--- config.mk ---
export PLATFORM = sky130hd
export DESIGN_NAME = ws2812b_rx
export DESIGN_NICKNAME = d
export VERILOG_FILES = /design/src/rtl/ws2812b_rx.sv
export SDC_FILE = /design/constraint.sdc
export NUM_CORES = 1
export LEC_CHECK = 0
export ABC_CLOCK_PERIOD_IN_PS = 3340
export BUFFER_PORTS_ARGS = -buffer_cell sky130_fd_sc_hd__buf_2
export CAP_MARGIN = 15
export CORE_MARGIN = 1.5
export CORE_UTILIZATION = 45
export DETAILED_ROUTE_END_ITERATION = 8
export GPL_ROUTABILITY_DRIVEN = 0
export PLACE_DENSITY = 0.63
export SLEW_MARGIN = 20
export SYNTH_ARGS = -nofsm -noshare
export SYNTH_HDL_FRONTEND = slang
export SYNTH_SLANG_ARGS = --single-unit
--- constraint.sdc ---
create_clock -name CLK -period 3.34 [get_ports CLK]
set_input_delay 0.668 -clock CLK [delete_from_list [all_inputs] [get_ports CLK]]
set_output_delay 0.668 -clock CLK [all_outputs]
set_load 0.05 [all_outputs]
--- src/rtl/ws2812b_rx.sv ---
// ws2812b_rx: decodes an asynchronous WS2812B single-wire stream into 24-bit
// pixels (G,R,B, first bit in PIXEL[23]), with pixel index, end-of-frame
// detection on a long low, and an error strobe on malformed pulses.
module ws2812b_rx #(
   parameter int T_MIN_H  = 8,
   parameter int T_THRESH = 30,
   parameter int T_MAX_H  = 60,
   parameter int T_LATCH  = 2500
) (
   input  logic        CLK,
   input  logic        RESET_N,
   input  logic        DIN,
   output logic [23:0] PIXEL,
   output logic        PIXEL_VALID,
   output logic [7:0]  PIXEL_IDX,
   output logic        FRAME_DONE,
   output logic [8:0]  FRAME_PIXELS,
   output logic        ERROR
);

   localparam logic [1:0] RST_WAIT = 2'd0;
   localparam logic [1:0] IDLE     = 2'd1;
   localparam logic [1:0] HIGH     = 2'd2;
   localparam logic [1:0] LOW      = 2'd3;

   localparam logic [11:0] MIN_H   = 12'(T_MIN_H);
   localparam logic [11:0] THRESH  = 12'(T_THRESH);
   localparam logic [11:0] MAX_H   = 12'(T_MAX_H);
   localparam logic [11:0] LATCH   = 12'(T_LATCH);
   localparam logic [11:0] CNT_SAT = 12'hFFF;

   logic [1:0]  sync_reg;
   logic        din_s;
   logic        din_prev_reg;
   logic        rise;
   logic        fall;
   logic [11:0] cnt_reg;
   logic [11:0] cnt_next;
   logic        hi_bit;
   logic [1:0]  state_reg;
   logic [23:0] shift_reg;
   logic [4:0]  bit_cnt_reg;
   logic        pend_reg;
   logic [7:0]  idx_reg;
   logic [8:0]  frame_cnt_reg;

   assign din_s  = sync_reg[1];
   assign rise   = din_s & ~din_prev_reg;
   assign fall   = ~din_s & din_prev_reg;
   // A high of T_THRESH samples or more is a one
   assign hi_bit = (cnt_reg >= THRESH);

   // Two-flop synchroniser for the asynchronous serial input
   always_ff @(posedge CLK or negedge RESET_N) begin
      if (!RESET_N) begin
         sync_reg <= 2'b00;
      end else begin
         sync_reg <= {sync_reg[0], DIN};
      end
   end

   // Shared run-length counter: restarts at 1 on every edge, saturates at 4095
   always_comb begin
      cnt_next = cnt_reg;
      if (rise || fall) begin
         cnt_next = 12'd1;
      end else if (cnt_reg != CNT_SAT) begin
         cnt_next = cnt_reg + 12'd1;
      end
   end

   // Edge-detect history and run-length counter registers
   always_ff @(posedge CLK or negedge RESET_N) begin
      if (!RESET_N) begin
         din_prev_reg <= 1'b0;
         cnt_reg      <= 12'd0;
      end else begin
         din_prev_reg <= din_s;
         cnt_reg      <= cnt_next;
      end
   end

   // Protocol FSM: bit classification, pixel assembly, frame latch and errors
   always_ff @(posedge CLK or negedge RESET_N) begin
      if (!RESET_N) begin
         state_reg     <= RST_WAIT;
         shift_reg     <= 24'd0;
         bit_cnt_reg   <= 5'd0;
         pend_reg      <= 1'b0;
         idx_reg       <= 8'd0;
         frame_cnt_reg <= 9'd0;
         PIXEL         <= 24'd0;
         PIXEL_VALID   <= 1'b0;
         PIXEL_IDX     <= 8'd0;
         FRAME_DONE    <= 1'b0;
         FRAME_PIXELS  <= 9'd0;
         ERROR         <= 1'b0;
      end else begin
         PIXEL_VALID <= 1'b0;
         FRAME_DONE  <= 1'b0;
         ERROR       <= 1'b0;

         // A completed pixel is published one cycle after its last falling edge
         if (pend_reg) begin
            pend_reg    <= 1'b0;
            PIXEL       <= shift_reg;
            PIXEL_IDX   <= idx_reg;
            PIXEL_VALID <= 1'b1;
            idx_reg     <= idx_reg + 8'd1;
            if (frame_cnt_reg != 9'h1FF) begin
               frame_cnt_reg <= frame_cnt_reg + 9'd1;
            end
         end

         case (state_reg)
            RST_WAIT: begin
               // Silent until the line has been low for a full latch time
               if (!din_s && cnt_next == LATCH) begin
                  state_reg <= IDLE;
               end
            end
            IDLE: begin
               if (rise) begin
                  state_reg <= HIGH;
               end
            end
            HIGH: begin
               if (fall) begin
                  if (cnt_reg >= MIN_H) begin
                     shift_reg <= {shift_reg[22:0], hi_bit};
                     if (bit_cnt_reg == 5'd23) begin
                        bit_cnt_reg <= 5'd0;
                        pend_reg    <= 1'b1;
                     end else begin
                        bit_cnt_reg <= bit_cnt_reg + 5'd1;
                     end
                     state_reg <= LOW;
                  end else begin
                     // Glitch: abandon the frame and resynchronise on a latch
                     ERROR         <= 1'b1;
                     bit_cnt_reg   <= 5'd0;
                     shift_reg     <= 24'd0;
                     idx_reg       <= 8'd0;
                     frame_cnt_reg <= 9'd0;
                     state_reg     <= RST_WAIT;
                  end
               end else if (cnt_reg == MAX_H) begin
                  // Still high on sample T_MAX_H+1: over-long pulse
                  ERROR         <= 1'b1;
                  bit_cnt_reg   <= 5'd0;
                  shift_reg     <= 24'd0;
                  idx_reg       <= 8'd0;
                  frame_cnt_reg <= 9'd0;
                  state_reg     <= RST_WAIT;
               end
            end
            LOW: begin
               if (rise) begin
                  state_reg <= HIGH;
               end else if (cnt_next == LATCH) begin
                  // End of frame; leftover bits mean a truncated pixel
                  FRAME_DONE    <= 1'b1;
                  FRAME_PIXELS  <= frame_cnt_reg;
                  ERROR         <= (bit_cnt_reg != 5'd0);
                  bit_cnt_reg   <= 5'd0;
                  shift_reg     <= 24'd0;
                  idx_reg       <= 8'd0;
                  frame_cnt_reg <= 9'd0;
                  state_reg     <= IDLE;
               end
            end
            default: begin
               state_reg <= RST_WAIT;
            end
         endcase
      end
   end

endmodule

==> results of run 1 <==
==> cells in the mapped netlist, types with 4 or more instances <==
master / count / area (um^2)
xnor2_1: 9 / 78.8
xor2_1: 4 / 35.0
dfrtp_1: 108 / 2700
inv_1: 18 / 67.6
ha_1: 9 / 113
nand2_1: 25 / 93.8
o21ai_0: 7 / 35.0
nor3_1: 5 / 25.0
and4_1: 6 / 52.6
mux2_1: 9 / 101
mux2_2: 33 / 372
nand4_1: 7 / 43.8
nand3_1: 12 / 60.1
a32o_1: 25 / 250
nor2_1: 18 / 67.6
a21oi_1: 5 / 25.0
buf_2: 9 / 45.0
and3_1: 17 / 106
==> through the flow <==
step                      cell area [um^2]  utilization [%]
after global routing                  5450             50.5
after CTS                             5450             50.5
after global placement                5290             49.0
after detailed placement              5290             49.0
after floorplan                       4950                -
final                                 5450             50.5
==> layout by cell type (no fill, tap or decap), drive strengths merged, types with 5 or more instances in the layout <==
| cell type | synthesis | routed |
|---|---|---|
| xnor2 | 10 | 10 |
| mux2 | 42 | 42 |
| a21oi | 5 | 5 |
| inv | 18 | 19 |
| nor3 | 6 | 6 |
| nor2 | 19 | 19 |
| dfrtp | 108 | 108 |
| ha | 9 | 9 |
| nand2 | 25 | 25 |
| and3 | 17 | 17 |
| a32o | 25 | 25 |
| o21ai | 8 | 8 |
| clkbuf | 3 | 10 |
| nand3 | 12 | 12 |
| buf | 18 | 52 |
| nand4 | 9 | 9 |
| and4 | 6 | 6 |
==> final timing paths <==
kind / slack [ps] / cells after the start / end
max: 320 / 8 / FRAME_PIXELS[1]$_DFFE_PN0P_
min: 350 / 1 / frame_cnt_reg[3]$_DFF_PN0_
max reg2reg: 320 / 8 / FRAME_PIXELS[1]$_DFFE_PN0P_
min reg2reg: 360 / 0 / sync_reg[1]$_DFF_PN0_
max in group asynchronous: 2270 / 2 / frame_cnt_reg[2]$_DFF_PN0_
min in group CLK: 360 / 0 / sync_reg[1]$_DFF_PN0_
==> layout make-up <==
| type | instances | area [um^2] |
|---|---|---|
| fill | 981 | 5340 |
| sequential | 108 | 2700 |
| multi-input combinational | 250 | 2050 |
| timing repair buffer | 52 | 290 |
| tap | 140 | 175 |
| clock buffer | 10 | 128 |
| inverter | 18 | 67.6 |
| clock inverter | 5 | 38.8 |
==> critical path: cells and delay by family, from the launching register on <==
| family | cells | cell delay, ps |
|---|---|---|
| flops | 1 | 490 |
| fa+ha+maj | 1 | 340 |
| xor+xnor | 1 | 230 |
| buf+inv | 2 | 300 |
| mux | 1 | 340 |
| simple gates | 3 | 1210 |
==> routing by layer <==
metal | vias to the layer above | part of all wire, %
met1 | 1684 | 47
li1 | 1543 | -
met5 | - | 0
met3 | 12 | 3.1
met2 | 72 | 49
met4 | 0 | 1.4
==> cells by family (layout without fill, tap and decap cells) <==
group / after synthesis / after routing / synth area share [%]
buf+inv: 39 / 85 / 4.09
xor+xnor: 14 / 14 / 2.63
compound gates: 67 / 67 / 11.6
fa+ha+maj: 9 / 9 / 2.27
flops: 108 / 108 / 54.5
mux: 44 / 44 / 9.95
simple gates: 116 / 116 / 14.9
==> power breakdown <==
group	internal [mW]	switching (mW)
Combinational	0.0308	0.0704
Clock	0.271	0.442
Sequential	1.32	0.0201
Total	1.62	0.532
==> results.json, run 1 <==
{
  "outcome": "complete, no violations",
  "nets": 451,
  "htreeDepth": 3,
  "synth_cells": 397,
  "wl_per_cell_um": 16.3,
  "grt_start_max_net_pins": 56,
  "drive_above_1_share_pct": 26.2,
  "min_period_over_period_pct": 90.4,
  "critPathLaunchType": "flop",
  "cts_setup_buffers": 0,
  "busiest_layer": "met2",
  "port-buffer-count": 46,
  "grt_pass1_wl_mm": 16.1,
  "ys_ff_latch": 108,
  "die-area_um2": 11600,
  "drt_wl_total_mm": 9.52,
  "syn_area_per_cell_um2": 12.5,
  "fin_ws_ps": 321,
  "finalClockSkew_ps": 9.80,
  "cts.clk_slew.worst_paths_ps": 100,
  "ir_drop_mv": 0.182,
  "rr_startpoint": "cnt_reg[1]$_DFF_PN0_",
  "synth_area_um2": 4950,
  "pre_cts_ws_ps": 334,
  "drtIter0Drc": 223,
  "antenna_found_initial": 0,
  "cts.sinks": 108,
  "path_cells": "ha_1 -> inv_1 -> or4_1 -> xnor2_2 -> nor4_4 -> nand4_4 -> buf_4 -> mux2_1",
  "hold_viol_final": 0,
  "cap_violations": 0,
  "slowest_stage": "or4_1",
  "io-pin-count": 47,
  "fmax_mhz": 331,
  "track_usage_pct": 17.6,
  "die_h_um": 108,
  "use_met3_pct": 3.38,
  "worst_pin_slew_ps": 730,
  "place_inst": 568,
  "hp-class": "primary input to async pin",
  "drc_errors": 0,
  "crit_type": "flop to flop",
  "coreArea_um2": 10800,
  "gr-total-overflow": 0,
  "cts_resized": 0,
  "setup_viol": 0,
  "synth_nets": 409,
  "powerDensity_nw_per_um2": 395,
  "yosysWarnings": 0,
  "hold_ws_ps": 348,
  "rsz0062_at_grt": "false",
  "dr_total_vias": 3311,
  "instances_no_fill": 583,
  "synth_ff_type": "dfrtp_1",
  "cts_tree": "yes",
  "synth-edff-count": 0,
  "crit_start": "cnt_reg[1]$_DFF_PN0_",
  "fin_total_pwr_mw": 2.15,
  "clockRootBuffer": "clkbuf_8",
  "drv_slew": 0,
  "fp-row-count": 38,
  "min_period_ps": 3020,
  "synth_cell_types": 62,
  "postRouteAntennaNets": 0,
  "required_ps": 3590,
  "crit_path_max_incr_delay_ps": 680,
  "use_met1_pct": 24.2,
  "relSlewSlack_pct": 51.3,
  "hpwl_mm": 6.38,
  "ys_seq_area_share_pct": 54.5,
  "endpoint_kind": "flop",
  "cts_buffers": 9,
  "dr.pass1.iters": 4,
  "die_x_um": 108,
  "antennaDiodeCount": 0,
  "leakagePower_nw": 2.78,
  "met2_usage_pct": 27.9,
  "vias_per_cell": 5.68,
  "arrival_ps": 3270,
  "start_util_pct": 45.9,
  "fin_tns_setup_ps": 0,
  "synthArstFlopShare_pct": 100,
  "syn_to_final_growth_pct": 10.0,
  "clockBufferDepth": 2,
  "cts_hold_buf": 0,
  "grt_pass1_vias": 3231,
  "insertion_delay_ps": 370,
  "worst-path-max-fanout": 24
}
Note: power is estimated with default switching activity, not from simulation.
==> run 2: changes to the inputs <==
Settings changed: RECOVER_POWER from default to 100.
==> run 2 against run 1 <==
Critical path type unchanged. First-iteration DRC count decreased by 3.1%. Highest routed layer unchanged. Worst setup slack got worse by 16 ps. Maximum frequency decreased by 0.52%. Hold slack improved by 12 ps. Die area unchanged. Register-to-register slack got worse by 20 ps. The flow now finishes with violations (max-capacitance violations, max-slew violations). Power decreased by 0.43%.
==> results.json, run 2 (synthesized netlist as in run 1, its figures left out) <==
{
  "outcome": "finished, violations left",
  "violations": "max-capacitance violations, max-slew violations",
  "path_buf_inv": 1,
  "critPathLaunchType": "flop",
  "cap_violations": 1,
  "holdPathEnd": "sync_reg[1]$_DFF_PN0_",
  "fin_total_pwr_mw": 2.14,
  "dr_total_vias": 3319,
  "r2r_setup_slack_ps": 300,
  "die_x_um": 108,
  "fmax_mhz": 329,
  "hpwl_mm": 6.38,
  "die-area_um2": 11600,
  "final_area_um2": 5330,
  "combPwrFrac_pct": 4.3,
  "slowest_stage": "or4_2",
  "io-pin-count": 47,
  "cts_setup_buffers": 0,
  "start_util_pct": 45.9,
  "syn_to_final_growth_pct": 7.53,
  "cts_buffers": 9,
  "worst_pin_slew_ps": 1730,
  "register_area_um2": 2700,
  "powerDensity_nw_per_um2": 402,
  "place_area_um2": 5290,
  "crit_cells": 7,
  "antennaDiodeCount": 0,
  "nets": 451,
  "fillers": 1022,
  "grt_start_max_net_pins": 56,
  "ir_drop_mv": 0.183,
  "crit_type": "flop to flop",
  "crit_start": "cnt_reg[1]$_DFF_PN0_",
  "grt_pass1_vias": 3231,
  "min_period_ps": 3040,
  "r2r_cells": 7,
  "drv_slew": 31,
  "worst-path-max-fanout": 9,
  "p_seq_share_pct": 62.4,
  "drive_above_1_share_pct": 14.9,
  "hp-class": "flop to flop",
  "insertion_delay_ps": 370,
  "track_usage_pct": 17.6,
  "wl_per_cell_um": 16.5,
  "postRouteAntennaNets": 0,
  "power.share.clock_pct": 33.3,
  "cts.clk_slew.worst_paths_ps": 100,
  "htreeDepth": 3,
  "leakagePower_nw": 2.55,
  "hp-start": "sync_reg[0]$_DFF_PN0_",
  "cts_hold_buf": 0,
  "final_common_cell": "dfrtp_1",
  "multi_input_area_um2": 2010,
  "rr_startpoint": "cnt_reg[1]$_DFF_PN0_",
  "dr.pass1.iters": 5,
  "rsz0062_at_grt": "false",
  "die_h_um": 108,
  "path_cells": "ha_1 -> inv_1 -> or4_1 -> xnor2_1 -> or4_2 -> nor4_1 -> a21bo_1",
  "arrival_ps": 3350,
  "clockRootBuffer": "clkbuf_8",
  "endpoint_kind": "flop",
  "gr-total-overflow": 0,
  "drc_errors": 0,
  "cts_resized": 0,
  "cts_tree": "yes",
  "relSlewSlack_pct": -15.1,
  "power.switching_uw": 528,
  "drt_wl_total_mm": 9.60,
  "required_ps": 3650,
  "cp_top_family": "simple AND/OR/NAND/NOR gates",
  "p_sw_share_pct": 24.7,
  "min_path_cells": 0,
  "drtIter0Drc": 216,
  "coreArea_um2": 10800,
  "p_int_mw": 1.61,
  "cts.sinks": 108,
  "antenna_found_initial": 0,
  "port-buffer-count": 46,
  "final_cell_mix": "108 x dfrtp_1, 47 x clkbuf_1, 32 x mux2_2",
  "hold_viol_final": 0,
  "min_period_over_period_pct": 90.9,
  "r2r-end": "ERROR$_DFF_PN0_",
  "grt_pass1_wl_mm": 16.1,
  "clockBufferDepth": 2,
  "finalClockSkew_ps": 7.86,
  "fp-row-count": 38,
  "crit_path_max_incr_delay_ps": 680,
  "fin_tns_setup_ps": 0,
  "vias_per_cell": 5.69,
  "setup_viol": 0
}
==> run 2: area by class of cell <==
| cell class | instances | share of cell area (%) |
|---|---|---|
| inverter | 18 | 1.27 |
| sequential | 108 | 50.7 |
| tap | 140 | 3.29 |
| clock inverter | 5 | 0.728 |
| timing repair buffer | 52 | 3.90 |
| multi-input combinational | 250 | 37.7 |
| clock buffer | 10 | 2.40 |
==> run 2: through the flow <==
stage               utilization [%]  hold WS, ps  setup WS, ps  instances
detailed placement             49.0          340           334        568
floorplan                         -          331           605        397
global route                   49.4          378           135        583
global placement               49.0          336           438        568
finish                         49.4          360           305        583
CTS                            50.5          363           336        583
==> run 2: how the worst max path moves through the flow <==
stage	endpoint	slack (ps)
2_1_floorplan	shift_reg[10]$_DFFE_PN0P_	610
3_3_place_gp	FRAME_PIXELS[4]$_DFFE_PN0P_	440
3_5_place_dp	FRAME_PIXELS[1]$_DFFE_PN0P_	330
4_1_cts	FRAME_PIXELS[1]$_DFFE_PN0P_	340
5_1_grt	FRAME_PIXELS[5]$_DFFE_PN0P_	140
6_report	ERROR$_DFF_PN0_	300
==> run 2: routing by layer <==
metal	part of all wire, %	GRT usage [%]
met1	47	24.2
met2	48	27.9
met3	3.5	3.38
met4	1.4	6.58
met5	0	0
==> run 2: power groups by stage <==
stage	Clock, mW	Sequential, mW	Combinational (mW)
after floorplan	0	1.36	0.0585
after global placement	0	1.36	0.103
after detailed placement	0	1.36	0.104
after CTS	0.741	1.34	0.104
after global routing	0.793	1.34	0.106
final	0.713	1.34	0.0928
==> run 2: worst reg2reg max path: stages, from the launching register on <==
cell and delay [ps]:
dfrtp_1 490, ha_1 330, inv_1 50, or4_1 620
xnor2_1 230, or4_2 690, nor4_1 390, a21bo_1 170
==> run 3: changes to the inputs <==
Settings changed: CAP_MARGIN 15 to 20, PLACE_DENSITY 0.63 to default, PLACE_DENSITY_LB_ADDON from default to 0.25.
==> run 3 against run 2 <==
The flow still finishes with violations (max-capacitance violations, max-slew violations). Maximum frequency decreased by 0.93%. Largest power group unchanged. Clock skew is essentially flat. Power grew 0.18%. Largest cell class unchanged. Routed wire length is 8.7% lower. Highest routed layer unchanged.
==> results.json, run 3 (synthesized netlist as in run 1, its figures left out) <==
{
  "cts_tree": "yes",
  "grt_pass1_vias": 3067,
  "crit_type": "flop to flop",
  "final_cell_mix": "108 x dfrtp_1, 48 x clkbuf_1, 33 x mux2_2",
  "grt_start_max_net_pins": 109,
  "track_usage_pct": 16.4,
  "dr_total_vias": 3295,
  "antenna_found_initial": 0,
  "use_met3_pct": 4.16,
  "setup_viol": 0,
  "fp-row-count": 38,
  "hp-class": "flop to flop",
  "rsz0062_at_grt": "false",
  "cts_hold_buf": 0,
  "antennaDiodeCount": 0,
  "dr.pass1.iters": 4,
  "cts_buffers": 9,
  "cts.sinks": 108,
  "arrival_ps": 3320,
  "final_common_cell": "dfrtp_1",
  "clockBufferDepth": 2,
  "hpwl_mm": 5.81,
  "r2r-end": "shift_reg[18]$_DFFE_PN0P_",
  "wl_per_cell_um": 15.0,
  "htreeDepth": 3,
  "leakagePower_nw": 2.55,
  "coreArea_um2": 10800,
  "fmax_mhz": 326,
  "endpoint": "shift_reg[18]$_DFFE_PN0P_",
  "outcome": "finished, violations left",
  "required_ps": 3600,
  "use_met1_pct": 22.8,
  "cts.clk_slew.worst_paths_ps": 100,
  "critPathLaunchType": "flop",
  "ir_drop_mv": 0.168,
  "worst-path-max-fanout": 24,
  "busiest_layer": "met2",
  "port-buffer-count": 46,
  "postRouteAntennaNets": 0,
  "drc_errors": 0,
  "start_util_pct": 45.9,
  "drv_slew": 143,
  "die_x_um": 108,
  "met2_usage_pct": 24.5,
  "min_period_over_period_pct": 91.7,
  "min_period_ps": 3060,
  "rr_startpoint": "cnt_reg[1]$_DFF_PN0_",
  "endpoint_kind": "flop",
  "worst_pin_slew_ps": 2570,
  "drive_above_1_share_pct": 15.1,
  "path_cells": "ha_1 -> inv_1 -> or4_1 -> xnor2_1 -> nor4_4 -> nand4_4 -> buf_2 -> a32o_1",
  "hold_viol_final": 0,
  "slowest_stage": "or4_1",
  "relSlewSlack_pct": -71.2,
  "finalClockSkew_ps": 8.33,
  "fin_ws_ps": 276,
  "crit_start": "cnt_reg[1]$_DFF_PN0_",
  "place_area_um2": 5280,
  "r2r_cells": 8,
  "r2r_setup_slack_ps": 280,
  "drtIter0Drc": 131,
  "vias_per_cell": 5.65,
  "pre_cts_ws_ps": 329,
  "cts_setup_buffers": 0,
  "clockRootBuffer": "clkbuf_8",
  "violations": "max-capacitance violations, max-slew violations",
  "final_util_pct": 49.5,
  "grt_pass1_wl_mm": 15.0,
  "cts_resized": 0,
  "gr-total-overflow": 0,
  "die-area_um2": 11600,
  "insertion_delay_ps": 370,
  "powerDensity_nw_per_um2": 402,
  "crit_path_max_incr_delay_ps": 670,
  "drt_wl_total_mm": 8.77,
  "syn_to_final_growth_pct": 7.83,
  "final_area_um2": 5340,
  "nets": 450,
  "die_h_um": 108,
  "io-pin-count": 47,
  "cap_violations": 2,
  "fin_tns_setup_ps": 0
}
## run 3: area by class of cell
class / instances / area, um^2
Fill cell: 1026 / 5450
Clock buffer: 12 / 135
Tap cell: 140 / 175
Multi-Input combinational cell: 250 / 2020
Timing Repair Buffer: 51 / 204
Clock inverter: 4 / 35.0
Inverter: 18 / 67.6
Sequential cell: 108 / 2700
## run 3: stage by stage
step           hold slack (ps)  power [mW]  std cells
3_3_place_gp               339        1.46        567
4_1_cts                    363        2.19        583
5_1_grt                    372        2.25        583
2_1_floorplan              331        1.42        397
6_report                   359        2.15        583
3_5_place_dp               339        1.46        567
## run 3: worst min path at each step
stage | startpoint | endpoint | slack (ps) | cells past startpoint
after detailed placement | sync_reg[0]$_DFF_PN0_ | sync_reg[1]$_DFF_PN0_ | 340 | 0
after floorplan | sync_reg[0]$_DFF_PN0_ | sync_reg[1]$_DFF_PN0_ | 330 | 0
after global routing | DIN | sync_reg[0]$_DFF_PN0_ | 370 | 1
after CTS | sync_reg[0]$_DFF_PN0_ | sync_reg[1]$_DFF_PN0_ | 360 | 0
after global placement | sync_reg[0]$_DFF_PN0_ | sync_reg[1]$_DFF_PN0_ | 340 | 0
final | sync_reg[0]$_DFF_PN0_ | sync_reg[1]$_DFF_PN0_ | 360 | 0
## run 3: layer usage
metal	part of all wire [%]	vias up
li1	-	1557
met1	48	1655
met2	46	67
met3	4.3	16
met4	2.0	0
met5	0	-
## run 3: where the power goes
part / leakage (nW) / switching, mW / internal, mW
logic: 0.978 / 0.0676 / 0.0262
registers: 1.50 / 0.0197 / 1.32
clock network: 0.0787 / 0.436 / 0.279
total: 2.55 / 0.524 / 1.62
## run 3: worst max-delay path, delay by kind of cell (launching register included)
family / cells / cell delay (ps)
simple gates: 3 / 1210
flops: 1 / 480
fa+ha+maj: 1 / 350
buf+inv: 2 / 340
compound gates: 1 / 310
xor+xnor: 1 / 240
